--- src/rtl/flit_link_tx.sv ---
// flit_link_tx - output-side link transmitter for one router port.
//
// Pulls flits out of the local FIFO whenever it is non-empty and the
// downstream buffer has a free slot (credit). Each returned flit is registered
// onto the outgoing link one cycle after the FIFO presents it. A small framing
// FSM follows head/body/tail/single sequencing and raises a sticky error on
// malformed packets. Framing errors never stall the link.
//
// Ports:
//   clk, rst      : rising-edge clock, synchronous active-high reset
//   fifo_emp      : local FIFO empty flag
//   fifo_rd       : local FIFO read strobe (combinational)
//   fifo_data     : local FIFO read data, valid the cycle after fifo_rd
//   link_valid    : outgoing flit valid, one cycle per flit
//   link_flit     : outgoing flit (holds its last value when not valid)
//   credit_ret    : one downstream credit returned this cycle
//   credit_cnt    : credits currently available
//   pkt_active    : a head has been sent and its tail has not
//   err           : sticky protocol error (framing or credit overflow)
//
// Optional build macro FLIT_LINK_TX_STATS_EN adds:
//   flit_cnt      : flits sent, wraps at 2^16
//   pkt_cnt       : tails/singles sent, wraps at 2^16

module flit_link_tx #(
  parameter int W       = 16,
  parameter int CREDITS = 4
) (
  input  logic         clk,
  input  logic         rst,
  input  logic         fifo_emp,
  output logic         fifo_rd,
  input  logic [W-1:0] fifo_data,
  output logic         link_valid,
  output logic [W-1:0] link_flit,
  input  logic         credit_ret,
  output logic [3:0]   credit_cnt,
  output logic         pkt_active,
  output logic         err
`ifdef FLIT_LINK_TX_STATS_EN
  ,
  output logic [15:0]  flit_cnt,
  output logic [15:0]  pkt_cnt
`endif
);

  localparam logic [3:0] C_MAX = 4'(CREDITS);

  localparam logic [1:0] T_BODY   = 2'b00;
  localparam logic [1:0] T_TAIL   = 2'b01;
  localparam logic [1:0] T_HEAD   = 2'b10;
  localparam logic [1:0] T_SINGLE = 2'b11;

  typedef enum logic {
    S_IDLE = 1'b0,
    S_PKT  = 1'b1
  } state_t;

  state_t         r_state;
  state_t         w_state_nxt;
  logic [3:0]     r_credit;
  logic [3:0]     w_credit_nxt;
  logic           r_rd_pend_p0;
  logic           r_link_valid_p1;
  logic [W-1:0]   r_link_flit_p1;
  logic           r_err;
  logic           w_rd;
  logic           w_credit_over;
  logic           w_frame_err;
  logic [1:0]     w_type;

  assign w_rd   = !rst && !fifo_emp && (r_credit != 4'd0);
  assign w_type = fifo_data[W-1:W-2];

  // A return with the pool already full and no read to absorb it means
  // downstream handed back a credit it never had.
  assign w_credit_over = credit_ret && !w_rd && (r_credit == C_MAX);

  // Credits are reserved when the read issues, not when the flit leaves.
  always_comb begin
    w_credit_nxt = r_credit;
    unique case ({w_rd, credit_ret})
      2'b10:   w_credit_nxt = r_credit - 4'd1;
      2'b01:   if (!w_credit_over) w_credit_nxt = r_credit + 4'd1;
      default: w_credit_nxt = r_credit;
    endcase
  end

  // Framing: evaluated on the flit being captured this cycle. A head or
  // single arriving mid-packet restarts framing as if it opened a new one.
  always_comb begin
    w_state_nxt = r_state;
    w_frame_err = 1'b0;
    if (r_rd_pend_p0) begin
      unique case (r_state)
        S_IDLE: begin
          unique case (w_type)
            T_HEAD:   w_state_nxt = S_PKT;
            T_SINGLE: w_state_nxt = S_IDLE;
            default:  w_frame_err = 1'b1;
          endcase
        end
        S_PKT: begin
          unique case (w_type)
            T_BODY:   w_state_nxt = S_PKT;
            T_TAIL:   w_state_nxt = S_IDLE;
            T_HEAD: begin
              w_frame_err = 1'b1;
              w_state_nxt = S_PKT;
            end
            T_SINGLE: begin
              w_frame_err = 1'b1;
              w_state_nxt = S_IDLE;
            end
          endcase
        end
      endcase
    end
  end

  always_ff @(posedge clk) begin
    if (rst) begin
      r_state         <= S_IDLE;
      r_credit        <= C_MAX;
      r_rd_pend_p0    <= 1'b0;
      r_link_valid_p1 <= 1'b0;
      r_link_flit_p1  <= '0;
      r_err           <= 1'b0;
    end else begin
      // stage p0: read issued, FIFO presents data next cycle
      r_rd_pend_p0    <= w_rd;
      // stage p1: FIFO data registered onto the link
      r_link_valid_p1 <= r_rd_pend_p0;
      if (r_rd_pend_p0) r_link_flit_p1 <= fifo_data;
      r_state         <= w_state_nxt;
      r_credit        <= w_credit_nxt;
      r_err           <= r_err | w_frame_err | w_credit_over;
    end
  end

`ifdef FLIT_LINK_TX_STATS_EN
  logic [15:0] r_flit_cnt;
  logic [15:0] r_pkt_cnt;

  // Counted on the capture edge, so the counts include the flit on the link.
  always_ff @(posedge clk) begin
    if (rst) begin
      r_flit_cnt <= 16'd0;
      r_pkt_cnt  <= 16'd0;
    end else if (r_rd_pend_p0) begin
      r_flit_cnt <= r_flit_cnt + 16'd1;
      if (w_type[0]) r_pkt_cnt <= r_pkt_cnt + 16'd1;
    end
  end

  assign flit_cnt = r_flit_cnt;
  assign pkt_cnt  = r_pkt_cnt;
`endif

  assign fifo_rd    = w_rd;
  assign link_valid = r_link_valid_p1;
  assign link_flit  = r_link_flit_p1;
  assign credit_cnt = r_credit;
  assign pkt_active = (r_state == S_PKT);
  assign err        = r_err;

endmodule
--- config.mk ---
export PLATFORM = sky130hd
export DESIGN_NAME = flit_link_tx
export DESIGN_NICKNAME = d
export VERILOG_FILES = /design/src/rtl/flit_link_tx.sv
export SDC_FILE = /design/constraint.sdc
export NUM_CORES = 1
export LEC_CHECK = 0
export CORE_MARGIN = 3
export CORE_UTILIZATION = 41
export DETAILED_ROUTE_END_ITERATION = 8
export GPL_ROUTABILITY_DRIVEN = 1
export PLACE_DENSITY_LB_ADDON = 0.25
export SYNTH_ARGS = -nofsm -noshare
export SYNTH_HDL_FRONTEND = slang
export SYNTH_SLANG_ARGS = --single-unit
--- constraint.sdc ---
create_clock -name clk -period 2.35 [get_ports clk]
set_input_delay 0.235 -clock clk [delete_from_list [all_inputs] [get_ports clk]]
set_output_delay 0.235 -clock clk [all_outputs]
set_load 0.01 [all_outputs]
==> impl_metrics.json, run 1 <==
{
  "criticalPathCategory": "flip-flop to output pin",
  "yosys_warnings": 0,
  "final-max-slew-violation-count": 0,
  "synth_fp_nets": 126,
  "synth_top_cell_area_share": 0.466,
  "place_congestion": 0.871,
  "irDropWorstVdd_uv": 458,
  "clock_skew_ps": 3.46,
  "core_area_mm2": 0.00230,
  "worstSetupEndpointType": "output pin",
  "power_density_of_the_placed_cells_mw_per_mm2": 683,
  "hold_buffers": 0,
  "layout-area-overhead-vs-synth_pct": 51.6,
  "synthTopCellsByArea": "dfxtp_1 47%, mux2i_1 17%, nor2_1 6.6%",
  "p_leak_nw": 0.588,
  "setup_viol": 0,
  "cts.repair.resized": 0,
  "floorplan.die_area_mm2": 0.00315,
  "die_y_um": 56.1,
  "fin_crit_sh": 0.915,
  "io_pins": 44,
  "outcome": "complete, no violations",
  "grt_max_degree": 25,
  "antenna_found_initial": 0,
  "cp.required_ps": 2120,
  "drt-initial-drc-count": 16,
  "overflow": 0,
  "critical_path_arrival_ps": 1920,
  "timing.setup.tns_ps": 0,
  "worst_hold_path_type": "input pin to flip-flop",
  "global_route_wire_length_before_repair_um": 4040,
  "post_synth_num_cell_types": 28,
  "global_route.usage.total": 0.157,
  "cts-htree-levels": 1,
  "mapped_cell_area_mm2": 0.00103,
  "cap_viol_max_count": 0,
  "ant_nets": 0,
  "layout.nets": 172,
  "chipWidth_um": 56.1,
  "commonest_cells_after_routing_fill_and_taps_aside": "43 x clkdlybuf4s50_1, 22 x dfxtp_1, 18 x nor2_1",
  "worst_setup_path_start_kind": "flip-flop",
  "drt-total-wl_um": 2350,
  "cts_root_buf": "clkbuf_4",
  "syn-mean-instance-area_um2": 10.0,
  "cp_max_fo": 6,
  "synth-seq-cells": 24,
  "dr.pass1.iters": 6,
  "routed_wirelength_normalized_by_instance_count_um": 13.4,
  "grt_pass1_vias": 888,
  "initial_utilization": 0.449,
  "post_cts_buffers": 0,
  "worst_setup_hold_path_clk_slew_ps": 140,
  "tritoncts.num_buffers": 3,
  "mostFrequentLayoutCell": "clkdlybuf4s50_1",
  "finalInstanceArea_mm2": 0.00156,
  "synth_seq_area_share": 0.466,
  "ant_diodes": 0,
  "vias_cell": 5.12,
  "finalWorstPathRequiredPeriod_ps": 2150,
  "drt_drc_violations_left": 0,
  "rows": 17,
  "slew_headroom": 0.458,
  "route.vias.total": 901,
  "place.detailed.hpwl_um": 1720,
  "syn-instance-count": 103,
  "clock_net_sink_count": 24,
  "clk_latency_ps": 310,
  "hold_viol_final": 0,
  "tightest_slew_ps": 802,
  "placement.io_buffers": 43,
  "synth_largest_area_cell": "dfxtp_1",
  "setup_repair_after_global_routing_missed_its_margin": "no",
  "layout-drive-gt1-share": 0.108,
  "dpl_cell_area_mm2": 0.00150,
  "clock_tree.buffer_depth": 2,
  "max_freq_mhz": 465,
  "tritoncts": "done"
}
[logic make-up after synthesis]
kind of cell,synth area share
compound gates,0.107
xor+xnor,0.0255
fa+ha+maj,0.0437
buf+inv,0.0218
flops,0.466
mux,0.165
simple gates,0.171
[synth_stat cells]
cell / instances
nand3b_1: 1
xor2_1: 1
inv_1: 1
nor2b_1: 1
fa_1: 1
mux2i_1: 17
and3_1: 1
nand3_1: 3
a21o_1: 2
clkbuf_1: 5
dfxtp_1: 24
nor2_1: 18
a21oi_1: 6
nor3_1: 1
nand2b_1: 2
o21ai_1: 2
or4_4: 1
a211oi_4: 1
nor4b_1: 1
xnor2_1: 2
nor3_2: 1
ha_1: 2
a21boi_0: 1
nand2_1: 2
a211oi_1: 1
and2_1: 3
o21a_1: 1
o211ai_2: 1
[worst max-delay path, cell delays in order, from the launching register on]
cell             delay [ps]
dfxtp_2                 380
or4_4                   570
and2_1                  180
clkdlybuf4s50_1         470
[path summary, 6_finish.rpt]
check,startpoint,to,slack (ps),cells past startpoint
worst max register to register,credit_cnt[1],credit_cnt[3],240,7
worst min-delay path,fifo_data[14],pkt_active,500,2
worst max-delay path,credit_cnt[1],fifo_rd,200,3
worst min register to register,link_flit[4],link_flit[4],510,2
[metrics by stage]
step	setup WS (ps)	util	hold slack, ps	total power, mW	std cells
finish	199	0.680	504	1.07	176
global route	106	0.680	510	1.13	176
CTS	37.1	0.669	498	1.06	176
detailed placement	52.6	0.653	486	0.838	172
global placement	180	0.653	471	0.827	172
floorplan	204	-	336	0.683	103
[state kept, by name (all words and copies together) (netlist names)]
signal        cells
err               1
credit_cnt        4
r_rd_pend_p0      1
pkt_active        1
link_flit        16
link_valid        1
[routing by layer]
metal | track usage | vias to the layer above | routed length (µm)
met3 | 0.0348 | 4 | 161
met2 | 0.250 | 32 | 1120
met4 | 0.0610 | 0 | 35
li1 | - | 444 | -
met1 | 0.205 | 421 | 1030
met5 | 0 | - | 0
[cell type report]
type,instances,area [µm²]
inverter,1,3.75
timing repair buffer,46,453
tap,28,35.0
fill,198,734
clock buffer,4,36.3
sequential,24,483
multi-input combinational,73,552
[power by group]
| part | switching [mW] | internal [mW] |
|---|---|---|
| Combinational | 0.161 | 0.202 |
| Sequential | 0.0351 | 0.450 |
| Clock | 0.125 | 0.0946 |
| Total | 0.322 | 0.746 |
(Power assumes the default switching activity.)
==> run 2: changes to the inputs <==
--- a/config.mk
+++ b/config.mk
@@ -5,6 +5,7 @@
 export SDC_FILE = /design/constraint.sdc
 export NUM_CORES = 1
 export LEC_CHECK = 0
+export ABC_CLOCK_PERIOD_IN_PS = 2350
 export CORE_MARGIN = 3
 export CORE_UTILIZATION = 41
 export DETAILED_ROUTE_END_ITERATION = 8
==> results of run 2 <==
No change in the layout: final DEF, timing and power equal those of run 1.
